[src/rtl/uart_tx.sv]
// UART transmitter, 8N1, with a small transmit FIFO in front of the serialiser.
//
// Parameters:
//   BAUD_DIV   - clk cycles per serial bit (>= 2)
//   FIFO_DEPTH - transmit FIFO entries (power of two, >= 2)
// Ports:
//   clk      - system clock, rising edge active
//   rst_n    - asynchronous active-low reset
//   tx_data  - byte to enqueue
//   tx_valid - tx_data is valid this cycle
//   tx_ready - FIFO can accept a byte this cycle (from registered count only)
//   tx_uart  - registered serial line, idle high
//   busy     - a frame is in progress or the FIFO holds data
module uart_tx #(
  parameter int unsigned BAUD_DIV   = 5208,
  parameter int unsigned FIFO_DEPTH = 4
) (
  input  logic       clk,
  input  logic       rst_n,
  input  logic [7:0] tx_data,
  input  logic       tx_valid,
  output logic       tx_ready,
  output logic       tx_uart,
  output logic       busy
);

  localparam int unsigned BaudW = (BAUD_DIV > 1) ? $clog2(BAUD_DIV) : 1;
  localparam int unsigned PtrW  = $clog2(FIFO_DEPTH);
  localparam int unsigned CntW  = PtrW + 1;

  localparam logic [BaudW-1:0] BaudLast = BaudW'(BAUD_DIV - 1);
  localparam logic [CntW-1:0]  CntFull  = CntW'(FIFO_DEPTH);

  typedef enum logic [1:0] {StIdle, StStart, StData, StStop} state_e;

  state_e            state_q, state_d;
  logic [BaudW-1:0]  baud_q, baud_d;
  logic [2:0]        bit_q, bit_d;
  logic [7:0]        shift_q, shift_d;
  logic              tx_q, tx_d;

  logic [7:0]        fifo_q [FIFO_DEPTH];
  logic [PtrW-1:0]   wr_ptr_q, rd_ptr_q;
  logic [CntW-1:0]   count_q, count_d;

  logic              push, pop, fifo_empty, baud_tick;

  assign tx_ready   = (count_q < CntFull);
  assign fifo_empty = (count_q == '0);
  assign push       = tx_valid & tx_ready;
  assign baud_tick  = (baud_q == BaudLast);
  assign busy       = (state_q != StIdle) || !fifo_empty;
  assign tx_uart    = tx_q;

  // FIFO storage carries no reset; validity is tracked by the pointers and count.
  always_ff @(posedge clk) begin
    if (push) begin
      fifo_q[wr_ptr_q] <= tx_data;
    end
  end

  always_comb begin
    count_d = count_q;
    case ({push, pop})
      2'b10:   count_d = count_q + CntW'(1);
      2'b01:   count_d = count_q - CntW'(1);
      default: count_d = count_q;
    endcase
  end

  // The line value is computed one cycle ahead so tx_uart is a plain flop and the
  // start bit appears on the same edge that pops the FIFO.
  always_comb begin
    state_d = state_q;
    baud_d  = baud_q;
    bit_d   = bit_q;
    shift_d = shift_q;
    tx_d    = tx_q;
    pop     = 1'b0;
    unique case (state_q)
      StIdle: begin
        tx_d   = 1'b1;
        baud_d = '0;
        if (!fifo_empty) begin
          pop     = 1'b1;
          shift_d = fifo_q[rd_ptr_q];
          tx_d    = 1'b0;
          state_d = StStart;
        end
      end
      StStart: begin
        if (baud_tick) begin
          baud_d  = '0;
          bit_d   = '0;
          tx_d    = shift_q[0];
          state_d = StData;
        end else begin
          baud_d = baud_q + BaudW'(1);
        end
      end
      StData: begin
        if (baud_tick) begin
          baud_d = '0;
          if (bit_q == 3'd7) begin
            tx_d    = 1'b1;
            state_d = StStop;
          end else begin
            bit_d   = bit_q + 3'd1;
            shift_d = {1'b0, shift_q[7:1]};
            tx_d    = shift_q[1];
          end
        end else begin
          baud_d = baud_q + BaudW'(1);
        end
      end
      StStop: begin
        if (baud_tick) begin
          baud_d = '0;
          bit_d  = '0;
          if (!fifo_empty) begin
            // Back-to-back frame: no idle bit time between stop and next start.
            pop     = 1'b1;
            shift_d = fifo_q[rd_ptr_q];
            tx_d    = 1'b0;
            state_d = StStart;
          end else begin
            tx_d    = 1'b1;
            state_d = StIdle;
          end
        end else begin
          baud_d = baud_q + BaudW'(1);
        end
      end
      default: begin
        tx_d    = 1'b1;
        baud_d  = '0;
        state_d = StIdle;
      end
    endcase
  end

  always_ff @(posedge clk or negedge rst_n) begin
    if (!rst_n) begin
      state_q  <= StIdle;
      baud_q   <= '0;
      bit_q    <= '0;
      shift_q  <= '0;
      tx_q     <= 1'b1;
      wr_ptr_q <= '0;
      rd_ptr_q <= '0;
      count_q  <= '0;
    end else begin
      state_q <= state_d;
      baud_q  <= baud_d;
      bit_q   <= bit_d;
      shift_q <= shift_d;
      tx_q    <= tx_d;
      count_q <= count_d;
      // Power-of-two depth: pointers wrap naturally.
      if (push) begin
        wr_ptr_q <= wr_ptr_q + PtrW'(1);
      end
      if (pop) begin
        rd_ptr_q <= rd_ptr_q + PtrW'(1);
      end
    end
  end

endmodule

[config.mk]
export PLATFORM = sky130hd
export DESIGN_NAME = uart_tx
export DESIGN_NICKNAME = d
export VERILOG_FILES = /design/src/rtl/uart_tx.sv
export SDC_FILE = /design/constraint.sdc
export NUM_CORES = 1
export LEC_CHECK = 0
export CORE_MARGIN = 10
export CORE_UTILIZATION = 40
export DETAILED_ROUTE_END_ITERATION = 8
export DONT_BUFFER_PORTS = 1
export HOLD_SLACK_MARGIN = 0.15
export RECOVER_POWER = 100
export SYNTH_ARGS = -nofsm -noshare
export SYNTH_HDL_FRONTEND = slang
export SYNTH_SLANG_ARGS = --single-unit
[constraint.sdc]
create_clock -name clk -period 2.15 [get_ports clk]
set_input_delay 0.645 -clock clk [delete_from_list [all_inputs] [get_ports clk]]
set_output_delay 0.645 -clock clk [all_outputs]
set_load 0.005 [all_outputs]
-- Word level (Yosys, flattened, before mapping)
Memories as Yosys holds them, arrays and structs flattened.
Index checks and enable logic that the tools add are counted.
- input port bits: 11
- word-level logic and storage cells: 75
- memories kept: 1
- output and inout bits: 3
- register bits after elaboration: 34
- memory bits (writable): 32
- $lt $le $gt $ge: 1
- bitwise logic cells: 1
- muxes and demuxes: 30
- reductions and logical operators: 14
- eq/ne operators: 14
- $add $sub $neg: 6
- memories (memory ; depth ; bits a word ; read ports ; clocked after memory_dff ; write ports ; RTL line ; RTL):
    fifo_q ; 4 ; 8 ; 1 ; 0 ; 1 ; 42 ; logic [7:0] fifo_q [FIFO_DEPTH];
- operators with widths (cell ; count):
    $mux W8 ; 4
    $pmux W13 S2 ; 1
    $pmux W8 S3 ; 1
    $add A13 B1 Y13 const B ; 1
    $eq A13 B13 Y1 const B ; 1
    $mux W13 ; 1
    $ne A2 B2 Y1 const B ; 6
    $pmux W3 S2 ; 2
    $mux W1 ; 10
    $mux W2 ; 5
    $mux W3 ; 3
    $pmux W2 S4 ; 1
    $reduce_and A4 Y1 ; 2
    $add A3 B1 Y3 const B ; 2
    $eq A2 B2 Y1 const B ; 3
    $reduce_bool A2 Y1 ; 3
    $reduce_and A5 Y1 ; 1
    $add A2 B1 Y2 const B ; 2
    $eq A2 B1 Y1 const B ; 2
    $pmux W1 S4 ; 1
    $eq A3 B3 Y1 const B ; 1
    $logic_not A3 Y1 ; 1
    $lt A3 B3 Y1 const B ; 1
    $reduce_and A3 Y1 ; 1
    10 further kinds ; 10

-- Depth between registers and ports, before layout
Gate-level depths: netlist of run 1.
- depth after elaboration: 6
- depth in mapped cells: 10
- mapped depth without buffers: 10

-- Least setup slack after synthesis of run 1
No wires, ideal clock.
- path kind: reg-to-reg
- from: reg baud_q[0]
- to: reg count_q[2]
- arrival: 2243 ps
- cell stages (with the launch flop): 11
- path slack: -172 ps
- data required time: 2070 ps
- path through: dfrtp_1 ha_1 and4b_1 a41oi_1 nor3_1 ha_1 inv_1 fa_1 xor2_1 nor2_1 xnor2_1
- cells in the longest elaborated chain, start to end: 5
- elaborated cells on any way between the ends: 7
- those cells by class: eq/ne (3); mux (3); reduce/logical (1)
- RTL lines (item ; RTL line ; RTL):
    start, declared ; 37 ; logic [BaudW-1:0] baud_q, baud_d;
    start signal, assigned ; 154 ; baud_q <= baud_d;
    $eq A13 B13 Y1 (*) ; 51 ; assign baud_tick = (baud_q == BaudLast);
    $mux W1 (*) ; 117 ; if (baud_tick) begin
    $pmux W1 S2 (*) ; 80 ; unique case (state_q)
    named net pop ; 46 ; logic push, pop, fifo_empty, baud_tick;
    $eq A2 B1 Y1 or $eq A2 B2 Y1 (tied branches) ; 64 ; case ({push, pop})
    $pmux W3 S2 or $reduce_bool A2 Y1 (tied branches) ; - ;
    end signal, assigned ; 158 ; count_q <= count_d;
    end, declared ; 44 ; logic [CntW-1:0] count_q, count_d;
Mark *: on every way through the listed nets, which the timed path passes. The rest lies on a longest branch.
A chain may end at the register's enable or synchronous reset.

-- Worst setup path after layout of run 1
Ends and elaborated chain as after synthesis.

==> metrics.md, run 1 <==
| Metric | Value |
|---|---|
| Status | complete, no violations |
| Post-synth EDFFs | 32 |
| Detailed-route DRC error count | 0 |
| GRT Residual Overflow | 0 |
| CP endpoint | count_q[2]$_DFFE_PN0P_ |
| Hold Violations, Final | 0 |
| Setup CP Type | reg -> reg |
| Clk sinks | 66 |
| Setup violations, final | 0 |
| Die width | 108 µm |
| Number of I/O port buffers | 0 |
| CP most frequent cell | ha_2 |
| Syn avg cell area | 14.0 µm² |
| First-pass GRT wire length | 9.30 mm |
| Worst setup SP type | flop |
| RSZ-0062 raised after global routing | yes |
| Initial DRC Count | 51 |
| TritonCTS clock tree | yes |
| Latest clock arrival within the worst-skew pair | 0.34 ns |
| Flops & latches, synth | 66 |
| Placer congestion estimate | 0.766 |
| HP Class | in -> reg |
| Synthesized cell area | 0.00308 mm² |
| Rel. slew slack | 42.2% |
| R2R Path Start | baud_q[0]$_DFF_PN0_ |
| CP arrival | 2.38 ns |
| Via count | 1823 |
| Io pins | 14 |
| Initial antenna violation count | 0 |
| Final setup TNS | 0 ns |
| Fmax | 473 MHz |
| Clock transition at path regs | 0.08 ns |
| Syn_nets | 244 |
| Fin crit period | 2.11 ns |
| Root buf cell | clkbuf_8 |
| CTS buffer count | 9 |
| Overall routed net length | 5.52 mm |
| Slowest stage delay, CP | 0.36 ns |
| Worst-path fanout max | 2 |
| Placed Cells | 338 |
| # rows | 31 |
| Worst path cell trace | ha_2, and4b_2, a41oi_2, nor3_2, ha_2, inv_2, fa_2, xor2_1, nor2_1, xnor2_1 |
| Post-synthesis sequential area ratio | 58.9% |
| Vias in the first global route | 1894 |
| Pwr/cell area | 1320 mW/mm² |
| Fin util | 50.0% |
| Ys flop type | dfrtp_1 |
| Total core area | 0.00737 mm² |
| Most frequent cells in the layout | 33 x dfrtp_1, 32 x edfxtp_1, 29 x buf_4, 16 x nor2_1, 12 x inv_1 |
| Die area | 0.0116 mm² |
| DRT Pass-1 Iters | 4 |
| Final std cells w/o fill | 363 |
| YS warnings | 0 |
| Starting Density | 41.8% |
| Largest net degree at the start of global routing | 35 |
| Cells after Synth | 220 |
| Leakage | 1.50 nW |
| Layout cells sized above 1 | 32.6% |
| Antenna Cells | 0 |
| Crit. End Element | flop |
| Reg2Reg Depth | 10 |
| CTS max path bufs | 2 |
| Leading cell type in the layout, fill and taps excluded | dfrtp_1 |
| Ratio of final minimum period to clock period | 98.4% |
| VDD IR max | 0.706 mV |
| Yosys cell types | 41 |
| Slew @ Worst Pin | 0.867 ns |
| Final net count | 283 |
| Post-route ant nets | 0 |
| Max-slew violations | 0 |
| Post-synth ARST share | 51.5% |
| Req. time, crit path | 2.42 ns |
| Area Overhead vs Synth | 19.6% |
| Skew final | 0.0101 ns |
| Die Y | 108 µm |
| Power, Total | 4.87 mW |
| R2R Setup Slk | 0.04 ns |
| Max-cap viol count | 0 |
| Average wire per standard cell | 15.2 µm |
| H-tree levels | 3 |
| CP Launch Point | baud_q[0]$_DFF_PN0_ |
| CP max-delay cell | dfrtp_1 |
| Routed vias/inst | 5.02 |
| R2r endpoint | count_q[2]$_DFFE_PN0P_ |
| Global router's overall resource usage | 10.2% |
| Post-DP HPWL | 3.73 mm |
-- per-stage QoR --
stage	setup WS [ns]	area, µm²	hold slack [ns]
floorplan	-0.0739	3090	0.349
global placement	-0.124	3370	0.352
detailed placement	-0.137	3370	0.352
CTS	-0.0907	3640	0.382
global route	-0.133	3680	0.375
finish	0.0354	3680	0.399
-- worst min path at each step --
stage,depth (start not counted),startpoint,endpoint,slack (ns)
after detailed placement,0,rst_n,baud_q[3]$_DFF_PN0_,0.35
after floorplan,0,rst_n,baud_q[0]$_DFF_PN0_,0.35
after global placement,0,rst_n,baud_q[6]$_DFF_PN0_,0.35
final,0,tx_data[0],fifo_q[2][0]$_DFFE_PP_,0.40
after global routing,0,tx_data[2],fifo_q[0][2]$_DFFE_PP_,0.38
after CTS,0,tx_data[6],fifo_q[2][6]$_DFFE_PP_,0.38
-- cell type report --
cell class / instances / area (µm²)
clock buffer: 9 / 124
clock inverter: 7 / 77.6
fill: 666 / 3690
inverter: 13 / 48.8
multi-input combinational: 135 / 1240
sequential: 66 / 1810
tap: 99 / 124
timing repair buffer: 34 / 251
-- synth_stat cells, types with 2 or more instances --
| library cell | count | area [µm²] |
|---|---|---|
| a21oi_1 | 2 | 10.0 |
| and2_1 | 5 | 31.3 |
| clkbuf_1 | 5 | 18.8 |
| dfrtp_1 | 33 | 826 |
| edfxtp_1 | 32 | 961 |
| ha_1 | 12 | 150 |
| inv_1 | 13 | 48.8 |
| mux2_2 | 17 | 191 |
| mux4_2 | 8 | 180 |
| nand2_1 | 10 | 37.5 |
| nand3_1 | 5 | 25.0 |
| nand4_1 | 5 | 31.3 |
| nor2_1 | 16 | 60.1 |
| nor2b_1 | 4 | 25.0 |
| nor3_1 | 4 | 20.0 |
| nor4_1 | 3 | 18.8 |
| o21ai_0 | 4 | 20.0 |
| o31ai_1 | 3 | 22.5 |
| or3_1 | 3 | 18.8 |
| xnor2_1 | 10 | 87.6 |
| xor2_1 | 6 | 52.6 |
-- worst max-delay path: cells and delay by family (launching register included) --
kind,cells,cell delay [ns]
compound gates,1,0.14
flops,1,0.36
simple gates,3,0.53
buf+inv,1,0.04
fa+ha+maj,3,0.72
xor+xnor,2,0.26
-- routing by layer --
layer	GRT usage (%)	wire length, µm	vias to the layer above
met5	0	0	-
li1	-	-	877
met1	11.9	2580	905
met2	16.3	2630	34
met4	4.87	82	0
met3	3.53	225	7
-- flip-flops by register name, indices dropped and copies added (netlist names) --
name      cells
state_q       2
tx_uart       1
shift_q       8
rd_ptr_q      2
wr_ptr_q      2
bit_q         3
count_q       3
fifo_q       32
baud_q       13
-- cells by family after synthesis --
logic type	share of synthesized area [%]
adders and majority gates	5.53
AOI/OAI and AO/OA	3.66
DFF	58.9
buffers and inverters	2.36
and+or+nand+nor	12.6
xor gates and xnor gates	4.55
muxes	12.4
-- timing repair --
item | in CTS | in global routing
buffers inserted | 3 | 4
endpoints found under the hold margin | 34 | 0
hold buffers | 2 | 0
pin swaps | 5 | 8
endpoints found under the setup margin | 1 | 10
gates resized for setup | 5 | 9
-- power by group --
| part | total, mW | internal (mW) | switching [mW] |
|---|---|---|---|
| clock | 1.05 | 0.545 | 0.502 |
| combinational | 1.97 | 1.10 | 0.875 |
| sequential | 1.85 | 1.65 | 0.198 |
| total | 4.87 | 3.29 | 1.57 |
No activity file was read; power rests on OpenSTA's default activity.
==> run 2, diff against run 1 <==
Settings changed: HOLD_SLACK_MARGIN 0.15 to 0.05.
==> run 2 against run 1 <==
Compared with the run above: flip-flop and latch count stayed put; the flow now finishes with violations (capacitance limit, slew limit); largest cell class unchanged; final cell count decreased by 0.28%; die area did not move; sequential power barely moved; utilization barely moved; critical path depth stayed put; design area is essentially flat; register-to-register slack barely moved; clock power barely moved; non-clock buffer count decreased by 1; highest routed layer unchanged.
==> metrics.md, run 2 (synthesis results as in run 1) <==
| Metric | Value |
|---|---|
| Status | complete, but fails checks |
| Failing checks | capacitance limit, slew limit |
| Max-cap viol count | 1 |
| Die width | 108 µm |
| # rows | 31 |
| Register share of total power | 38.0% |
| Total core area | 0.00737 mm² |
| Sw Share | 32.4% |
| R2R Path Start | baud_q[0]$_DFF_PN0_ |
| Ratio of final minimum period to clock period | 98.4% |
| CTS buffer count | 9 |
| First-pass GRT wire length | 9.35 mm |
| Antenna Cells | 0 |
| Crit. End Element | flop |
| Via count | 1828 |
| Clock transition at path regs | 0.08 ns |
| Hold Violations, Final | 0 |
| Top flop regs | fifo_q (32), baud_q (13), shift_q (8) |
| RSZ-0062 raised after global routing | yes |
| Placer congestion estimate | 0.766 |
| Most frequent cells in the layout | 33 x dfrtp_1, 32 x edfxtp_1, 29 x buf_4, 16 x nor2_1, 12 x inv_1 |
| Fmax | 473 MHz |
| Biggest register | fifo_q |
| Clk sinks | 66 |
| Leakage | 1.51 nW |
| Rel. slew slack | -1.47% |
| Average wire per standard cell | 15.4 µm |
| Pre-CTS setup slack | -0.137 ns |
| Area Overhead vs Synth | 19.6% |
| Max FFs per register | 32 |
| Final setup TNS | 0 ns |
| Number of I/O port buffers | 0 |
| Layout cells sized above 1 | 32.3% |
| Pwr/cell area | 1320 mW/mm² |
| Post-route ant nets | 0 |
| GRT Residual Overflow | 0 |
| Die area | 0.0116 mm² |
| Worst-path fanout max | 2 |
| Worst setup SP type | flop |
| VDD IR max | 0.708 mV |
| Max-slew violations | 34 |
| Internal power | 3.29 mW |
| Global router's overall resource usage | 10.3% |
| Layout Cell Area excl Fill | 0.00368 mm² |
| Reg2Reg Depth | 10 |
| TritonCTS clock tree | yes |
| CP arrival | 2.38 ns |
| Leading cell type in the layout, fill and taps excluded | dfrtp_1 |
| Final net count | 282 |
| Skew final | 0.0102 ns |
| Fin Hold WS | 0.142 ns |
| Overall routed net length | 5.56 mm |
| Starting Density | 41.8% |
| HP Class | in -> async |
| Latest clock arrival within the worst-skew pair | 0.34 ns |
| Power, Total | 4.87 mW |
| Combinational share of power | 40.5% |
| R2R Setup Slk | 0.04 ns |
| DR top layer | met4 |
| Setup CP Type | reg -> reg |
| Die Y | 108 µm |
| Routed wl met3 | 229 µm |
| Setup ws final | 0.0352 ns |
| Slew @ Worst Pin | 1.52 ns |
| Final std cells w/o fill | 362 |
| Initial DRC Count | 54 |
| H-tree levels | 3 |
| R2r endpoint | count_q[2]$_DFFE_PN0P_ |
| Vias in the first global route | 1891 |
| DRT met1 WL | 2.56 mm |
| Largest net degree at the start of global routing | 34 |
| Root buf cell | clkbuf_8 |
| Fin crit period | 2.11 ns |
| Io pins | 14 |
| Detailed-route DRC error count | 0 |
| Routed vias/inst | 5.05 |
| Post-DP HPWL | 3.73 mm |
| Placed Cells | 338 |
| Fin util | 49.9% |
| Met2 routed WL | 2.68 mm |
| Setup violations, final | 0 |
| CTS max path bufs | 2 |
| NetSw | 1.58 mW |
| Req. time, crit path | 2.42 ns |
| Clk pwr share | 21.5% |
| Placed Area | 0.00337 mm² |
| DRT Pass-1 Iters | 4 |
| Fill cells | 667 |
| Initial antenna violation count | 0 |
==> run 2: cell count changes in the layout (fill, tap and decap cells not counted), sizes merged <==
cell	before	now
clkbuf	12	11
dlygate4sd3	1	0
dlymetal6s4s	0	1
==> run 2: cell type report <==
cell class	count	area, µm²	share of cell area, %
well taps	99	124	3.37
flip-flops and latches	66	1810	49.3
repair buffers	33	249	6.77
clock inverters	7	77.6	2.11
multi-input cells	135	1240	33.8
inverters	13	48.8	1.33
clock buffers	9	124	3.37
==> run 2: routing by layer <==
layer  track usage (%)  vias to the layer above
met4              4.87                        0
met5                 0                        -
met1              12.1                      917
li1                  -                      875
met3              3.53                        7
met2              16.5                       29
==> run 2: power groups by stage <==
stage                     logic, mW  clock network [mW]  registers (mW)
after detailed placement       1.81                   0            1.88
after CTS                      1.85                1.08            1.85
after global routing           2.20                1.13            1.89
final                          1.97                1.05            1.85
after floorplan                1.34                   0            1.80
after global placement         1.79                   0            1.87
==> run 2: critical path: stages, from the launching register on <==
cell and delay (ns):
dfrtp_1 0.36, ha_2 0.18, and4b_2 0.24, a41oi_2 0.14, nor3_2 0.18, ha_2 0.22, inv_2 0.04, fa_2 0.32
xor2_1 0.14, nor2_1 0.11, xnor2_1 0.12
==> run 2: worst max path at each step <==
stage / cells after the start / startpoint / endpoint / slack, ns
6_report: 10 / baud_q[0]$_DFF_PN0_ / count_q[2]$_DFFE_PN0P_ / 0.04
3_3_place_gp: 9 / baud_q[9]$_DFF_PN0_ / count_q[2]$_DFFE_PN0P_ / -0.12
5_1_grt: 10 / baud_q[0]$_DFF_PN0_ / count_q[2]$_DFFE_PN0P_ / -0.13
2_1_floorplan: 10 / baud_q[0]$_DFF_PN0_ / count_q[2]$_DFFE_PN0P_ / -0.07
3_5_place_dp: 9 / baud_q[9]$_DFF_PN0_ / count_q[2]$_DFFE_PN0P_ / -0.14
4_1_cts: 9 / baud_q[11]$_DFF_PN0_ / count_q[2]$_DFFE_PN0P_ / -0.09
==> run 2: timing repair <==
action | CTS | global route
hold buffers | 1 | 0
hold endpoints to repair | 33 | 0
resized for setup | 5 | 9
endpoints found under the setup margin | 1 | 10
setup buffers | 3 | 4
pin swaps | 5 | 8
